<file path="src/rtl/ex_unit_pkg.sv">
// Shared constants and latch layouts for the execute stage.
// Op/class encodings must match the decoder that feeds ex_unit.
package ex_unit_pkg;

    localparam int AluOpW   = 8;
    localparam int AluSelW  = 3;
    localparam int RegW     = 32;
    localparam int RegAddrW = 5;

    localparam logic [AluOpW-1:0] EXE_NOP_OP = 8'b0000_0000;
    localparam logic [AluOpW-1:0] EXE_OR     = 8'b0010_0101;
    localparam logic [AluOpW-1:0] EXE_AND    = 8'b0010_0100;
    localparam logic [AluOpW-1:0] EXE_XOR    = 8'b0010_0110;
    localparam logic [AluOpW-1:0] EXE_NOR    = 8'b0010_0111;
    localparam logic [AluOpW-1:0] EXE_SLL    = 8'b0111_1100;
    localparam logic [AluOpW-1:0] EXE_SRL    = 8'b0000_0010;
    localparam logic [AluOpW-1:0] EXE_SRA    = 8'b0000_0011;

    localparam logic [AluSelW-1:0] RES_NOP   = 3'b000;
    localparam logic [AluSelW-1:0] RES_LOGIC = 3'b001;
    localparam logic [AluSelW-1:0] RES_SHIFT = 3'b010;

    localparam logic [RegW-1:0]     ZeroWord   = '0;
    localparam logic [RegAddrW-1:0] NOPRegAddr = '0;

    typedef struct packed {
        logic [AluOpW-1:0]   aluop;
        logic [AluSelW-1:0]  alusel;
        logic [RegW-1:0]     reg1;
        logic [RegW-1:0]     reg2;
        logic [RegAddrW-1:0] wd;
        logic                wreg;
    } id_ex_t;

    // Writeback triple shared by the EX forwarding path and the EX/MEM latch.
    typedef struct packed {
        logic                wreg;
        logic [RegAddrW-1:0] wd;
        logic [RegW-1:0]     wdata;
    } wb_t;

    localparam id_ex_t IdExBubble = '0;
    localparam wb_t    WbBubble   = '0;

endpackage

</file>
<file path="src/rtl/ex_unit_if.sv">
// Decode-to-execute bundle plus the forwarding outputs that return to decode.
interface ex_unit_if
    import ex_unit_pkg::*;
    ();

    logic                stall_i;
    logic                flush_i;
    logic [AluOpW-1:0]   aluop_i;
    logic [AluSelW-1:0]  alusel_i;
    logic [RegW-1:0]     reg1_i;
    logic [RegW-1:0]     reg2_i;
    logic [RegAddrW-1:0] wd_i;
    logic                wreg_i;

    logic                ex_wreg_o;
    logic [RegAddrW-1:0] ex_wd_o;
    logic [RegW-1:0]     ex_wdata_o;
    logic                mem_wreg_o;
    logic [RegAddrW-1:0] mem_wd_o;
    logic [RegW-1:0]     mem_wdata_o;

    modport master (
        output stall_i, flush_i, aluop_i, alusel_i, reg1_i, reg2_i, wd_i, wreg_i,
        input  ex_wreg_o, ex_wd_o, ex_wdata_o, mem_wreg_o, mem_wd_o, mem_wdata_o
    );

    modport slave (
        input  stall_i, flush_i, aluop_i, alusel_i, reg1_i, reg2_i, wd_i, wreg_i,
        output ex_wreg_o, ex_wd_o, ex_wdata_o, mem_wreg_o, mem_wd_o, mem_wdata_o
    );

endinterface

</file>
<file path="src/rtl/ex_alu.sv">
// Combinational logic/shift unit sitting between the ID/EX and EX/MEM latches.
// Unknown ops or classes produce zero so a bubble always yields ZeroWord.
module ex_alu
    import ex_unit_pkg::*;
(
    input  logic [AluOpW-1:0]  op,
    input  logic [AluSelW-1:0] sel,
    input  logic [RegW-1:0]    r1,
    input  logic [RegW-1:0]    r2,
    output logic [RegW-1:0]    result
);

    logic [4:0] sa;

    assign sa = r1[4:0];

    always_comb begin
        result = ZeroWord;
        case (sel)
            RES_LOGIC: begin
                case (op)
                    EXE_OR:  result = r1 | r2;
                    EXE_AND: result = r1 & r2;
                    EXE_XOR: result = r1 ^ r2;
                    EXE_NOR: result = ~(r1 | r2);
                    default: result = ZeroWord;
                endcase
            end
            RES_SHIFT: begin
                case (op)
                    EXE_SLL: result = r2 << sa;
                    EXE_SRL: result = r2 >> sa;
                    EXE_SRA: result = $unsigned($signed(r2) >>> sa);
                    default: result = ZeroWord;
                endcase
            end
            default: result = ZeroWord;
        endcase
    end

endmodule

</file>
<file path="src/rtl/ex_unit.sv">
// Execute stage: ID/EX latch, ALU, EX/MEM latch. ex_* feed decode forwarding
// straight from the ID/EX latch; mem_* are the registered copy one edge later.
module ex_unit
    import ex_unit_pkg::*;
(
    input  logic       clk,
    input  logic       rst,
    ex_unit_if.slave   bus
);

    id_ex_t           id_ex;
    wb_t              ex_wb;
    wb_t              mem_wb;
    logic [RegW-1:0]  alu_result;

    // A stall turns into a bubble here; the decoder re-presents the held op.
    always_ff @(posedge clk or negedge rst) begin
        if (!rst) begin
            id_ex <= IdExBubble;
        end else if (bus.flush_i || bus.stall_i) begin
            id_ex <= IdExBubble;
        end else begin
            id_ex <= '{aluop:  bus.aluop_i,
                       alusel: bus.alusel_i,
                       reg1:   bus.reg1_i,
                       reg2:   bus.reg2_i,
                       wd:     bus.wd_i,
                       wreg:   bus.wreg_i};
        end
    end

    ex_alu u_alu (
        .op     (id_ex.aluop),
        .sel    (id_ex.alusel),
        .r1     (id_ex.reg1),
        .r2     (id_ex.reg2),
        .result (alu_result)
    );

    always_comb begin
        ex_wb       = WbBubble;
        ex_wb.wreg  = id_ex.wreg;
        ex_wb.wd    = id_ex.wd;
        ex_wb.wdata = alu_result;
    end

    always_ff @(posedge clk or negedge rst) begin
        if (!rst) begin
            mem_wb <= WbBubble;
        end else if (bus.flush_i) begin
            mem_wb <= WbBubble;
        end else begin
            mem_wb <= ex_wb;
        end
    end

    assign bus.ex_wreg_o   = ex_wb.wreg;
    assign bus.ex_wd_o     = ex_wb.wd;
    assign bus.ex_wdata_o  = ex_wb.wdata;
    assign bus.mem_wreg_o  = mem_wb.wreg;
    assign bus.mem_wd_o    = mem_wb.wd;
    assign bus.mem_wdata_o = mem_wb.wdata;

endmodule

</file>
<file path="src/flat_wrapper.sv">
// flat-port wrapper written by rule: the top's interface ports become plain ports
module ex_unit_flat import ex_unit_pkg::*;
  (clk, rst, bus_stall_i, bus_flush_i, bus_aluop_i, bus_alusel_i, bus_reg1_i, bus_reg2_i, bus_wd_i, bus_wreg_i, bus_ex_wreg_o, bus_ex_wd_o, bus_ex_wdata_o, bus_mem_wreg_o, bus_mem_wd_o, bus_mem_wdata_o);
  ex_unit_if bus_i ();
  input  logic clk;
  input  logic rst;
  input wire logic [$bits(bus_i.stall_i)-1:0] bus_stall_i;
  input wire logic [$bits(bus_i.flush_i)-1:0] bus_flush_i;
  input wire logic [$bits(bus_i.aluop_i)-1:0] bus_aluop_i;
  input wire logic [$bits(bus_i.alusel_i)-1:0] bus_alusel_i;
  input wire logic [$bits(bus_i.reg1_i)-1:0] bus_reg1_i;
  input wire logic [$bits(bus_i.reg2_i)-1:0] bus_reg2_i;
  input wire logic [$bits(bus_i.wd_i)-1:0] bus_wd_i;
  input wire logic [$bits(bus_i.wreg_i)-1:0] bus_wreg_i;
  output wire logic [$bits(bus_i.ex_wreg_o)-1:0] bus_ex_wreg_o;
  output wire logic [$bits(bus_i.ex_wd_o)-1:0] bus_ex_wd_o;
  output wire logic [$bits(bus_i.ex_wdata_o)-1:0] bus_ex_wdata_o;
  output wire logic [$bits(bus_i.mem_wreg_o)-1:0] bus_mem_wreg_o;
  output wire logic [$bits(bus_i.mem_wd_o)-1:0] bus_mem_wd_o;
  output wire logic [$bits(bus_i.mem_wdata_o)-1:0] bus_mem_wdata_o;
  assign bus_i.stall_i = bus_stall_i;
  assign bus_i.flush_i = bus_flush_i;
  assign bus_i.aluop_i = bus_aluop_i;
  assign bus_i.alusel_i = bus_alusel_i;
  assign bus_i.reg1_i = bus_reg1_i;
  assign bus_i.reg2_i = bus_reg2_i;
  assign bus_i.wd_i = bus_wd_i;
  assign bus_i.wreg_i = bus_wreg_i;
  assign bus_ex_wreg_o = bus_i.ex_wreg_o;
  assign bus_ex_wd_o = bus_i.ex_wd_o;
  assign bus_ex_wdata_o = bus_i.ex_wdata_o;
  assign bus_mem_wreg_o = bus_i.mem_wreg_o;
  assign bus_mem_wd_o = bus_i.mem_wd_o;
  assign bus_mem_wdata_o = bus_i.mem_wdata_o;
  ex_unit u_core (.clk(clk), .rst(rst), .bus(bus_i));
endmodule
</file>
<file path="config.mk">
export PLATFORM = sky130hd
export DESIGN_NAME = ex_unit_flat
export DESIGN_NICKNAME = d
export VERILOG_FILES = /design/src/rtl/ex_unit_pkg.sv /design/src/rtl/ex_unit_if.sv /design/src/rtl/ex_alu.sv /design/src/rtl/ex_unit.sv /design/src/flat_wrapper.sv
export SDC_FILE = /design/constraint.sdc
export NUM_CORES = 1
export LEC_CHECK = 0
export ABC_AREA = 1
export ABC_CLOCK_PERIOD_IN_PS = 2000
export CAP_MARGIN = 10
export CORE_MARGIN = 2
export CORE_UTILIZATION = 43
export CTS_CLUSTER_SIZE = 8
export DETAILED_ROUTE_END_ITERATION = 6
export PLACE_DENSITY = 0.71
export SYNTH_ARGS = -nofsm -noshare
export SYNTH_HDL_FRONTEND = slang
export SYNTH_SLANG_ARGS = --single-unit
export TNS_END_PERCENT = 20
</file>
<file path="constraint.sdc">
create_clock -name clk -period 2 [get_ports clk]
set_input_delay 0.2 -clock clk [delete_from_list [all_inputs] [get_ports clk]]
set_output_delay 0.2 -clock clk [all_outputs]
set_load 0.02 [all_outputs]
</file>
======== Yosys cells after proc, flatten, opt, wreduce, memory -nomap -nowiden ========
Index checks and enable logic that the tools add are counted.
word-level totals
  register bits after elaboration ......... 119
  latch bits .............................. 0
  memory bits (writable) .................. 0
  memory bits (read-only) ................. 0
  input bits .............................. 85
  output and inout port bits .............. 76
  logic and storage cells ................. 31
  memories kept ........................... 0
operators by class
  add/sub/neg operators ................... 0
  multiply operators ...................... 0
  div/mod/pow operators ................... 0
  order comparisons ....................... 0
  eq/ne operators ......................... 9
  shift operators ......................... 3
  mux-type cells .......................... 5
  bitwise logic cells ..................... 4
  reductions and logical operators ........ 1
operator list
  kind                  number
  $pmux W32 S4          1
  $pmux W32 S3          1
  $mux W81              1
  $pmux W32 S2          1
  $mux W38              1
  $and A32 B32 Y32      1
  $eq A8 B6 Y1 const B  4
  $not A32 Y32          1
  $or A32 B32 Y32       1
  $shl A32 B5 Y32       1
  $shr A32 B5 Y32       1
  $sshr A32 B5 Y32      1
  $xor A32 B32 Y32      1
  $eq A8 B2 Y1 const B  2
  $eq A8 B7 Y1 const B  1
  $eq A3 B1 Y1 const B  1
  $eq A3 B2 Y1 const B  1
  $logic_or A1 B1 Y1    1

======== Depth between registers and ports, before layout ========
  depth in word-level cells ............... 5
  depth in mapped cells ................... 15
  mapped depth without buffers ............ 13

======== Cells and area by module ========
A second synthesis with hierarchy kept.
unflattened totals
  cell total of the unflattened synthesis .. 1555
  area total of the unflattened synthesis .. 9830.7 um^2
by module, submodules not included
  module   instances  cells an instance  area each (um^2)  sequential area each (um^2)
  ex_alu   1          1178               5813.1            0.0
  ex_unit  1          377                4017.6            2977.9

======== Worst setup path before layout ========
OpenSTA, ideal clock, no wires.
  kind .................................... flip-flop to output port
  from .................................... register u_core.id_ex[42] in the netlist's numbering
  to ...................................... output bus_ex_wdata_o[4]
  arrival ................................. 1.698 ns
  data required time ...................... 1.800 ns
  slack ................................... 0.102 ns
  stages on the path, launching flop included .. 9
  path through ............................ dfrtp_1 clkbuf_1 inv_1 clkbuf_1 ha_1 inv_1 o21ai_0 o21ai_0 nand2_1
on the way
  cells in the longest elaborated chain, start to end .. 4
ends and longest elaborated chain
  item                                                                      line                source
  start: declaration                                                        ex_unit.sv:11       id_ex_t id_ex;
  start signal: assignment                                                  ex_unit.sv:19       id_ex <= IdExBubble;
  start signal: assignment                                                  ex_unit.sv:21       id_ex <= IdExBubble;
  start signal: assignment                                                  ex_unit.sv:23       id_ex <= '{aluop: bus.aluop_i,
  parallel branches: the longest is 3 deep, another holds $sshr A32 B5 Y32  n/a
  $pmux W32 S2 *                                                            ex_alu.sv:19        case (sel)
  end: declaration                                                          flat_wrapper.sv:17  output wire logic [$bits(bus_i.ex_wdata_o)-1:0] bus_ex_wdata_o;
Mark *: on every way between the ends.

======== Final worst setup path ========
  from .................................... register u_core.id_ex[77] in the netlist's numbering
  to ...................................... output bus_ex_wdata_o[15]
on the way
  cells in the longest elaborated chain, start to end .. 3
ends and longest elaborated chain
  item                                          line                        source
  $eq A8 B6 Y1 (tied with other cells)          ex_alu.sv:21                case (op)
  $pmux W32 S4 or $pmux W32 S3 (tied branches)  ex_alu.sv:21, ex_alu.sv:30
  $pmux W32 S2 *                                ex_alu.sv:19
Mark *: on every way between the ends. The rest lies on a longest branch, timed or not.

==> results.md <==
* Result of the run: finished with violations
* Violated checks: negative setup slack
* Worst Reg2Reg Path Length in Cells at 10
* Total global-route track usage at 35.3%
* Number of antenna violations at the first check in global routing at 0
* Time the final worst path needs with I/O delays and setup at 2.80 ns
* Max VDD drop at 0.528 mV
* Flip-flop cell with the highest count after synthesis: dfrtp_1
* Biggest area contributors in the synthesized netlist: dfrtp_1 (31%), nand3_1 (18%), nand2_1 (12%)
* FF-to-FF Start: u_core.id_ex[77]
* Leak at 7.74 nW
* Area added between synthesis and finish at 56.5%
* Number of nets produced by synthesis at 1666
* Nature of the critical path startpoint: flip-flop
* Wire per inst at around 20 µm
* Combined area of all synthesized cells at 0.00975 mm²
* Number of fillers in the final layout at 1913
* Final critical-path share of the clock period at 140%
* Number of setup violations in the final report at 58
* Placed standard-cell area at 0.0135 mm²
* Hold Fails Final Rpt at 0
* Yosys warnings at 0
* Synth top area share at 30.5%
* Minimum setup slack among reg-to-reg paths at -0.28 ns
* Post-synthesis sequential area ratio at 30.5%
* Required time of the critical path at 1.80 ns
* Final slew viol count at 0
* RSZ-0062 raised after global routing: true
* Average cell area after synthesis at 6.44 µm²
* Number of max-cap violations at 0
* Worst slew margin relative to its limit at 67.8%
* Total area of multi-input combinational cells at 0.00631 mm²
* Design area at 0.0153 mm²
* Maximum operating frequency at 0.357 GHz
* Port Buf Inserts at between 150 and 200
* Global-route wire length before repair at 64600 µm
* Num CTS Buffers at 17
* Die Y-Extent at 155 µm
* Share of cells above drive strength 1 at 29.1%
* Post-synth ARST share at 100%
* Power density of the placed cells at 479 mW/mm²
* Core area at around 0.022 mm²
* Insertion delay to the later sink of the worst-skew pair at 0.44 ns
* Reg area at 0.00298 mm²
* Worst reg2reg endpoint: u_core.bus.mem_wdata_o[27]
* Effective utilization at floorplan at 43.5%
* Number of distinct library cell variants in the gate-level netlist after synthesis at 33
* Global-route congestion overflow total at 0
* Most numerous cell in the Yosys netlist: nand3_1
* Iteration count of the initial detailed-routing pass at 6
* H-tree levels at 4
* Worst setup skew after layout at 0.0107 ns
* TritonCTS clock tree: built
* Number of nets with antenna violations after detailed routing at 0
* Largest area contributor in the netlist: dfrtp_1
* Worst min-delay path class: in -> async
* Final net count at ~2000
* Vias in the first global route at 11537
* Die area at 0.0239 mm²
* Syn Inst Count at 1515
* Maximum fanout encountered on the critical timing path at 8
* Placed Cells incl. Taps at around 2100
* Chip width at 155 µm
* Cell row count at 55
* Non-filler instance count after layout at 2185
* Buffer type at the clock tree root: clkbuf_16
* Tightest Pin Transition at 0.483 ns
* Post-CTS clock slew at the launch and capture registers of the worst setup and hold paths at 0.06 ns
* Crit path capture type: primary output
* Number of design-rule violations left by the first detailed-router iteration at roughly 1400
* Final GP Congestion at 1.05
* Total via count in the routed design at 12096
* Classification of the worst setup path: reg -> out
* Number of top-level design ports at 161
* Detail Placement HPWL at 33000 µm
* CTS sink count at 119
* Detailed-route vias per instance at roughly 5.5
* Number of enable flip-flop cells after synthesis at 0
* Final worst setup slack at -0.797 ns
* Cell types with the highest counts after synthesis: nand3_1 (342), nand2_1 (322), inv_1 (204)
* Post-synthesis register bit count at approximately 120
* Maximum number of pins on one net before global-route repair at 82
* Buffer levels on the longest clock path at 2
* Antenna diodes at 0
* Residual DRC at 0
* Critical path arrival at 2.60 ns
* Detailed Route WL at about 43000 µm
what timing repair did:
action | CTS | global route
endpoints found under the hold margin | 22 | 0
gates cloned | 1 | 4
setup buffers | 7 | 21
gates resized for setup | 246 | 221
hold buffers | 1 | 0
pin swaps | 19 | 41
endpoints found under the setup margin | 58 | 64
cell families (layout without fill, tap and decap cells):
kind of cell    Yosys count  count (layout)  share of synthesized area (%)
compound gates          192             192                           10.3
fa+ha+maj                66              66                           8.47
buf+inv                 303             688                           12.6
flops                   119             119                           30.5
simple gates            835             835                           38.1
metal layers:
layer	GRT usage, %	up-vias	wire (µm)
met4	11.3	0	1410
met3	6.64	86	3970
met5	0	-	0
li1	-	5656	-
met2	55.1	608	19400
met1	49.6	5746	18700
layout by cell type (no fill, tap or decap), drive strengths merged:
cell type,synthesis,layout
buf,54,312
or2,1,1
nand2,324,324
a21oi,59,59
ha,66,66
dlygate4sd3,0,1
o21ai,117,117
nor2,142,142
o21bai,1,1
nor3,8,8
clkinvlp,0,5
inv,210,215
clkbuf,37,20
bufinv,0,2
clkinv,2,6
clkdlybuf4s50,0,127
nand3b,3,3
o211ai,13,13
nand3,343,343
dfrtp,119,119
a31oi,1,1
and2,1,1
o21a,1,1
nand4,13,13
worst max-delay path: stages, from the launching register on:
cell and delay (ns):
dfrtp_1 0.39, buf_4 0.15, buf_4 0.13, nor3_4 0.25, nand4_1 0.28, buf_4 0.25
clkbuf_16 0.16, o21ai_2 0.10, o21ai_1 0.07, buf_4 0.17, nand2_2 0.08, buf_6 0.11
state kept, by name, summed over array words and instances, names as in the netlist:
register / flops
u_core.id_ex: 75
u_core.bus.mem_wdata_o: 32
u_core.bus.ex_wd_o: 5
u_core.bus.mem_wd_o: 5
u_core.bus.ex_wreg_o: 1
u_core.bus.mem_wreg_o: 1
stage by stage:
step                      worst slack (ns)  setup TNS (ns)  power [mW]  utilization (%)  hold WS [ns]
after floorplan                      0.102               0        3.21                -       -0.0956
after global placement              -0.718          -20.03        3.93             60.0         0.120
after detailed placement            -0.735          -21.89        3.95             60.0         0.124
after CTS                           -0.739          -20.64        7.22             64.3         0.217
after global routing                -0.894          -31.27        7.55             68.0         0.234
final                               -0.797          -25.70        7.31             68.0         0.199
report_power, final:
part           internal [mW]  switching (mW)  total [mW]
clock network           1.86            1.36        3.23
logic                  0.654           0.894        1.55
registers               2.47          0.0611        2.54
total                   4.99            2.32        7.31
worst max path at each step:
| stage | endpoint | depth (start not counted) | slack (ns) | startpoint |
|---|---|---|---|---|
| finish | bus_ex_wdata_o[15] | 11 | -0.80 | u_core.id_ex[77] |
| global route | bus_ex_wdata_o[29] | 11 | -0.89 | u_core.id_ex[79] |
| CTS | bus_ex_wdata_o[17] | 11 | -0.74 | u_core.id_ex[77] |
| detailed placement | bus_ex_wdata_o[18] | 13 | -0.74 | u_core.id_ex[79] |
| global placement | bus_ex_wdata_o[5] | 13 | -0.72 | u_core.id_ex[76] |
| floorplan | bus_ex_wdata_o[4] | 8 | 0.10 | u_core.id_ex[42] |
layout make-up:
cell class                      count  area share, %
Sequential cell                   119           19.5
Timing Repair Buffer              443           27.6
Inverter                          212           5.33
Clock buffer                       17           2.79
Tap cell                          285           2.34
Clock inverter                     15           1.09
Timing Repair inverter              1         0.0328
Multi-Input combinational cell   1093           41.3
Power figures use the tool's default switching activity.
